[src/rtl/fir_pkg.sv]
// Shared constants, register map and response encodings for the FIR coefficient slave.
package fir_pkg;

    localparam int unsigned NTAPS     = 25;
    localparam int unsigned COEF_W    = 16;
    localparam int unsigned SHIFT_W   = 4;

    localparam int unsigned COEF_BASE = 32'h00;
    localparam int unsigned SHIFT_OFF = 32'h64;
    localparam int unsigned CTRL_OFF  = 32'h68;

    localparam logic [1:0] RESP_OKAY   = 2'b00;
    localparam logic [1:0] RESP_SLVERR = 2'b10;

    localparam int unsigned ID_TAP    = 12;
    localparam int unsigned ID_COEF   = 256;
    localparam int unsigned ID_SHIFT  = 8;

    typedef enum logic [1:0] {
        REG_COEF,
        REG_SHIFT,
        REG_CTRL,
        REG_BAD
    } reg_kind_e;

    typedef struct packed {
        logic [31:0] data;
        logic [3:0]  strb;
    } wbeat_t;

    // Classify a word index (byte address / 4) against the register map.
    function automatic reg_kind_e reg_kind(input int unsigned widx, input int unsigned ntaps);
        reg_kind_e k;
        k = REG_BAD;
        if (widx < COEF_BASE / 4 + ntaps) begin
            k = REG_COEF;
        end else if (widx == SHIFT_OFF / 4) begin
            k = REG_SHIFT;
        end else if (widx == CTRL_OFF / 4) begin
            k = REG_CTRL;
        end
        return k;
    endfunction

endpackage

[src/rtl/fir_coef_bank.sv]
// Shadow/active coefficient and shift storage with byte-enabled writes,
// combinational shadow readback and an atomic shadow-to-active copy.
module fir_coef_bank #(
    parameter int unsigned NTAPS  = fir_pkg::NTAPS,
    parameter int unsigned COEF_W = fir_pkg::COEF_W,
    parameter int unsigned IDX_W  = 6
) (
    input  logic                         clk,
    input  logic                         rst,
    input  logic                         wr_en,
    input  logic [IDX_W-1:0]             wr_idx,
    input  logic [31:0]                  wr_data,
    input  logic [3:0]                   wr_strb,
    input  logic                         commit,
    input  logic [IDX_W-1:0]             rd_idx,
    output logic [31:0]                  rd_data_c,
    output logic                         rd_ok_c,
    output logic [NTAPS*COEF_W-1:0]      coef_o,
    output logic [fir_pkg::SHIFT_W-1:0]  shift_o
);
    import fir_pkg::*;

    localparam int unsigned TAP_W = $clog2(NTAPS);

    logic [COEF_W-1:0]  shadow_coef [NTAPS];
    logic [COEF_W-1:0]  active_coef [NTAPS];
    logic [SHIFT_W-1:0] shadow_shift;
    logic [31:0]        byte_mask_c;
    logic [TAP_W-1:0]   wr_tap_c;
    reg_kind_e          wr_kind_c;
    reg_kind_e          rd_kind_c;
    logic               high_bits_unused;

    assign byte_mask_c      = {{8{wr_strb[3]}}, {8{wr_strb[2]}}, {8{wr_strb[1]}}, {8{wr_strb[0]}}};
    assign wr_tap_c         = wr_idx[TAP_W-1:0];
    assign wr_kind_c        = reg_kind(32'(wr_idx), NTAPS);
    assign rd_kind_c        = reg_kind(32'(rd_idx), NTAPS);
    assign high_bits_unused = ^{wr_data[31:COEF_W], byte_mask_c[31:COEF_W]};

    // Shadow readback: coefficients sign-extend, CTRL reads as zero.
    always_comb begin
        rd_data_c = '0;
        rd_ok_c   = 1'b1;
        case (rd_kind_c)
            REG_COEF:  rd_data_c = 32'($signed(shadow_coef[rd_idx[TAP_W-1:0]]));
            REG_SHIFT: rd_data_c = 32'(shadow_shift);
            REG_CTRL:  rd_data_c = '0;
            default:   rd_ok_c   = 1'b0;
        endcase
    end

    // A shadow write on the commit edge is not part of that copy (nonblocking read of old shadow).
    always_ff @(posedge clk) begin
        if (rst) begin
            for (int unsigned i = 0; i < NTAPS; i++) begin
                shadow_coef[TAP_W'(i)] <= (i == ID_TAP) ? COEF_W'(ID_COEF) : '0;
                active_coef[TAP_W'(i)] <= (i == ID_TAP) ? COEF_W'(ID_COEF) : '0;
            end
            shadow_shift <= SHIFT_W'(ID_SHIFT);
            shift_o      <= SHIFT_W'(ID_SHIFT);
        end else begin
            if (wr_en && wr_kind_c == REG_COEF) begin
                shadow_coef[wr_tap_c] <= (shadow_coef[wr_tap_c] & ~byte_mask_c[COEF_W-1:0])
                                       | (wr_data[COEF_W-1:0] & byte_mask_c[COEF_W-1:0]);
            end
            if (wr_en && wr_kind_c == REG_SHIFT && wr_strb[0]) begin
                shadow_shift <= wr_data[SHIFT_W-1:0];
            end
            if (commit) begin
                for (int unsigned i = 0; i < NTAPS; i++) begin
                    active_coef[TAP_W'(i)] <= shadow_coef[TAP_W'(i)];
                end
                shift_o <= shadow_shift;
            end
        end
    end

    for (genvar g = 0; g < NTAPS; g++) begin : g_coef
        assign coef_o[g*COEF_W +: COEF_W] = active_coef[g];
    end

endmodule

[src/rtl/fir_coef_axil_slave.sv]
// AXI4-Lite responder for the 2D FIR kernel: AW/W holding registers, B and R
// response registers, and the commit sequencing into the coefficient bank.
module fir_coef_axil_slave #(
    parameter int unsigned ADDR_W = 8,
    parameter int unsigned NTAPS  = fir_pkg::NTAPS,
    parameter int unsigned COEF_W = fir_pkg::COEF_W
) (
    input  logic                    clk,
    input  logic                    rst,
    input  logic [ADDR_W-1:0]       s_awaddr,
    input  logic                    s_awvalid,
    output logic                    s_awready,
    input  logic [31:0]             s_wdata,
    input  logic [3:0]              s_wstrb,
    input  logic                    s_wvalid,
    output logic                    s_wready,
    output logic [1:0]              s_bresp,
    output logic                    s_bvalid,
    input  logic                    s_bready,
    input  logic [ADDR_W-1:0]       s_araddr,
    input  logic                    s_arvalid,
    output logic                    s_arready,
    output logic [31:0]             s_rdata,
    output logic [1:0]              s_rresp,
    output logic                    s_rvalid,
    input  logic                    s_rready,
    output logic [NTAPS*COEF_W-1:0] coef_o,
    output logic [3:0]              shift_o,
    output logic                    coef_update_o
);
    import fir_pkg::*;

    localparam int unsigned IDX_W = ADDR_W - 2;

    logic              live;
    logic              aw_held;
    logic              w_held;
    logic [IDX_W-1:0]  aw_idx;
    wbeat_t            w_beat;
    logic              commit_pending;
    logic              exec_c;
    logic              commit_req_c;
    reg_kind_e         wr_kind_c;
    logic [31:0]       rd_data_c;
    logic              rd_ok_c;
    logic              addr_lsb_unused;

    // Readies stay low until the first edge after reset releases.
    assign s_awready       = live & ~aw_held & ~s_bvalid;
    assign s_wready        = live & ~w_held & ~s_bvalid;
    assign s_arready       = live & ~s_rvalid;
    assign exec_c          = aw_held & w_held;
    assign wr_kind_c       = reg_kind(32'(aw_idx), NTAPS);
    assign commit_req_c    = exec_c & (wr_kind_c == REG_CTRL) & w_beat.strb[0] & w_beat.data[0];
    assign addr_lsb_unused = ^{s_awaddr[1:0], s_araddr[1:0]};

    always_ff @(posedge clk) begin
        if (rst) begin
            live           <= 1'b0;
            aw_held        <= 1'b0;
            w_held         <= 1'b0;
            aw_idx         <= '0;
            w_beat         <= '0;
            s_bvalid       <= 1'b0;
            s_bresp        <= RESP_OKAY;
            s_rvalid       <= 1'b0;
            s_rdata        <= '0;
            s_rresp        <= RESP_OKAY;
            commit_pending <= 1'b0;
            coef_update_o  <= 1'b0;
        end else begin
            live <= 1'b1;
            if (s_awvalid && s_awready) begin
                aw_held <= 1'b1;
                aw_idx  <= s_awaddr[ADDR_W-1:2];
            end
            if (s_wvalid && s_wready) begin
                w_held <= 1'b1;
                w_beat <= '{data: s_wdata, strb: s_wstrb};
            end
            // Write executes once both halves are held; bvalid blocks new captures.
            if (exec_c) begin
                aw_held  <= 1'b0;
                w_held   <= 1'b0;
                s_bvalid <= 1'b1;
                s_bresp  <= (wr_kind_c == REG_BAD) ? RESP_SLVERR : RESP_OKAY;
            end else if (s_bvalid && s_bready) begin
                s_bvalid <= 1'b0;
            end
            commit_pending <= commit_req_c;
            coef_update_o  <= commit_pending;
            if (s_arvalid && s_arready) begin
                s_rvalid <= 1'b1;
                s_rdata  <= rd_data_c;
                s_rresp  <= rd_ok_c ? RESP_OKAY : RESP_SLVERR;
            end else if (s_rvalid && s_rready) begin
                s_rvalid <= 1'b0;
            end
        end
    end

    fir_coef_bank #(
        .NTAPS  (NTAPS),
        .COEF_W (COEF_W),
        .IDX_W  (IDX_W)
    ) u_bank (
        .clk       (clk),
        .rst       (rst),
        .wr_en     (exec_c),
        .wr_idx    (aw_idx),
        .wr_data   (w_beat.data),
        .wr_strb   (w_beat.strb),
        .commit    (commit_pending),
        .rd_idx    (s_araddr[ADDR_W-1:2]),
        .rd_data_c (rd_data_c),
        .rd_ok_c   (rd_ok_c),
        .coef_o    (coef_o),
        .shift_o   (shift_o)
    );

endmodule

[config.mk]
export PLATFORM = sky130hd
export DESIGN_NAME = fir_coef_axil_slave
export DESIGN_NICKNAME = d
export VERILOG_FILES = /design/src/rtl/fir_pkg.sv /design/src/rtl/fir_coef_bank.sv /design/src/rtl/fir_coef_axil_slave.sv
export SDC_FILE = /design/constraint.sdc
export NUM_CORES = 1
export LEC_CHECK = 0
export BUFFER_PORTS_ARGS = -buffer_cell sky130_fd_sc_hd__clkbuf_2
export CORE_MARGIN = 1.5
export CORE_UTILIZATION = 59
export CTS_CLUSTER_SIZE = 30
export DETAILED_ROUTE_END_ITERATION = 6
export HOLD_SLACK_MARGIN = 0.12
export PLACE_DENSITY = 0.81
export SYNTH_ARGS = -nofsm -noshare
export SYNTH_HDL_FRONTEND = slang
export SYNTH_SLANG_ARGS = --single-unit
export TNS_END_PERCENT = 100
[constraint.sdc]
create_clock -name clk -period 8.9 [get_ports clk]
set_input_delay 0 -clock clk [delete_from_list [all_inputs] [get_ports clk]]
set_output_delay 0 -clock clk [all_outputs]
set_load 0.03 [all_outputs]
==> impl_metrics.tcl <==
set metrics [dict create \
    track_usage 0.3514 \
    p_leak_nw 18.78 \
    numPortBuffers 480 \
    cp_slowest_cell "a41oi_4" \
    place_area_mm2 0.04574 \
    tritoncts "done" \
    syn_inst 2757 \
    cts_buffers 98 \
    ys.warnings.count 0 \
    start_util 0.5967 \
    cts-root-buf "clkbuf_16" \
    cp_cell_sequence "buf_4 -> mux4_2 -> mux2i_1 -> nand2_1 -> a41oi_4 -> inv_1" \
    drtPass1Iterations 6 \
    whs_ns 0.2147 \
    wl_per_cell_um 29.89 \
    finalSetupTns_ns 0 \
    die_h_um 271.9 \
    cts_hold_buf 85 \
    die-area_mm2 0.07392 \
    cts.repair.resized 0 \
    critPathLaunchType "flop" \
    postSynthAreaPerCell_um2 15.47 \
    synth-edff-count 896 \
    hold_path.class "primary input to flop" \
    synthTopCellsByCount "edfxtp_1, nor2_1, and2_1" \
    grt_max_degree 139 \
    drive_gt1_frac 0.2803 \
    area.growth.synth_to_final_pct 17.07 \
    synth_area_leaders "edfxtp_1, mux4_2, and2_1, nor2_1, dfxtp_1" \
    grt_pass1_wl_mm 185.6 \
    drt_iter0_drc 4707 \
    outcome "completed" \
    ys_types 55 \
    path_clk_slew_ns 0.06 \
    arrival_ns 4.74 \
    synthArstFlopShare 0 \
    vias_per_cell 6.449 \
    maxSlewViolCount 0 \
    timing.final.crit_share 0.4957 \
    crit_required_ns 9.22 \
    rsz0062_at_grt "no" \
    nNetsFinal 3399 \
    overflow 0 \
    diodes 0 \
    yosys.area.top_type "edfxtp_1" \
    synth_most_common_cell "edfxtp_1" \
    cts_sinks 974 \
    die_w_um 271.9 \
    ios 505 \
    synth_flop_cell "edfxtp_1" \
    vias 28190 \
    cts_setup_buffers 0 \
    utilization 0.6985 \
    critPathTopFamily "multiplexers" \
    rows 98 \
    antenna_found_initial 5 \
    path_class "flop to flop" \
    route.detailed.drc 0 \
    drt_wl_total_mm 130.7 \
    finalCriticalPeriod_ns 4.412 \
    cp.buffers_inverters 2 \
    hold_viol_final 0 \
    clkLatencyLatePin_ns 0.68 \
    core-area_mm2 0.07149 \
    ir_worst_vdd_mv 0.1436 \
    setup_viol 0 \
    relSlewSlack 0.1157 \
    clockBufferDepth 3 \
    crit_path_max_incr_delay_ns 0.98 \
    worstSetupEndpointType "flop" \
    tightest_slew_ns 1.324 \
    fin_worst_skew_ns 0.02777 \
    dp_hpwl_mm 86.58 \
    cp_max_fo 27 \
    syn_area_mm2 0.04265 \
    htreeDepth 3 \
    synth_top_area_frac 0.6308 \
    fillCellCount 4404 \
    antenna_left 0 \
    cellPowerDensity_mw_per_mm2 214.5 \
    ys_ff_latch 974 \
    final_cell_area_mm2 0.04993 \
    fmax_mhz 226.7 \
    gp_congestion 0.9459 \
    yosysSeqAreaShare 0.6674 \
    grt_pass1_vias 27400 \
    max_cap_viol_count 0 \
]
metal layers:
layer  track usage  wire, um  up-vias
li1              -         -    11280
met1        0.4335     41390    13960
met2        0.5548     61460     2515
met3        0.1010     18800      426
met4        0.2129      8987        6
met5             0        26        -
area by class of cell:
type                       count  area, um^2  share of cell area
sequential                   974       28480              0.5703
inverter                      22       82.58            0.001654
clock inverter                64       748.2             0.01498
clock buffer                 117        2595             0.05197
tap                          950        1189             0.02380
timing repair buffer         593        3475             0.06958
multi-input combinational   1651       13370              0.2677
registers in the layout, summed over array words and instances, names as in the netlist, 4 cells and up, named ones only:
register,flops
u_bank.shift_o,4
u_bank.shadow_shift,4
aw_idx,6
s_rdata,16
w_beat,18
u_bank.shadow_coef,512
u_bank.active_coef,400
cells by family after synthesis:
kind of cell           share of synthesized area
buffers and inverters                    0.02972
other                                 0.00008792
muxes                                     0.1546
DFF                                       0.6674
and+or+nand+nor                           0.1176
AOI/OAI and AO/OA                        0.03060
final timing paths:
kind                      startpoint                                   to  slack [ns]  depth (start not counted)
min                              rst                  w_held$_SDFFE_PP0P_        0.21                          3
max reg2reg                     flop  u_bank.shadow_coef[31][0]$_DFFE_PP_        4.49                          6
min reg2reg  s_rdata[7]$_SDFFE_PP0P_              s_rdata[7]$_SDFFE_PP0P_        0.49                          2
max                             flop  u_bank.shadow_coef[31][0]$_DFFE_PP_        4.49                          6
where the power goes:
| part | switching [mW] | internal (mW) |
|---|---|---|
| Clock | 1.79 | 2.52 |
| Combinational | 0.726 | 0.320 |
| Sequential | 0.134 | 5.22 |
per-stage QoR:
step	setup WS, ns	power (mW)	instances
after global routing	4.438	10.91	4371
after CTS	4.766	10.66	4371
after global placement	4.914	6.385	4105
after detailed placement	4.778	6.422	4105
final	4.488	10.71	4371
after floorplan	2.644	6.099	2870
cells in the final DEF (no fill, tap or decap), types with 15 or more instances in the layout:
cell type / count
clkinv_2: 21
buf_4: 30
nand2_1: 117
dlygate4sd3_1: 85
a22oi_1: 39
mux4_2: 231
clkbuf_16: 99
conb_1: 114
mux2_2: 26
nor2b_1: 127
bufinv_16: 15
inv_2: 15
dfxtp_1: 75
edfxtp_1: 896
nand2b_1: 16
and2_1: 307
mux2i_1: 94
a21oi_1: 38
clkbuf_2: 476
o21ai_0: 29
nor2_1: 416
worst reg2reg max path, cell delays in order, from the launching register on:
cell	delay, ns
dfxtp_4	0.66
buf_4	0.62
mux4_2	0.62
mux2i_1	0.65
nand2_1	0.21
a41oi_4	0.98
inv_1	0.33
Power figures use the tool's default switching activity.
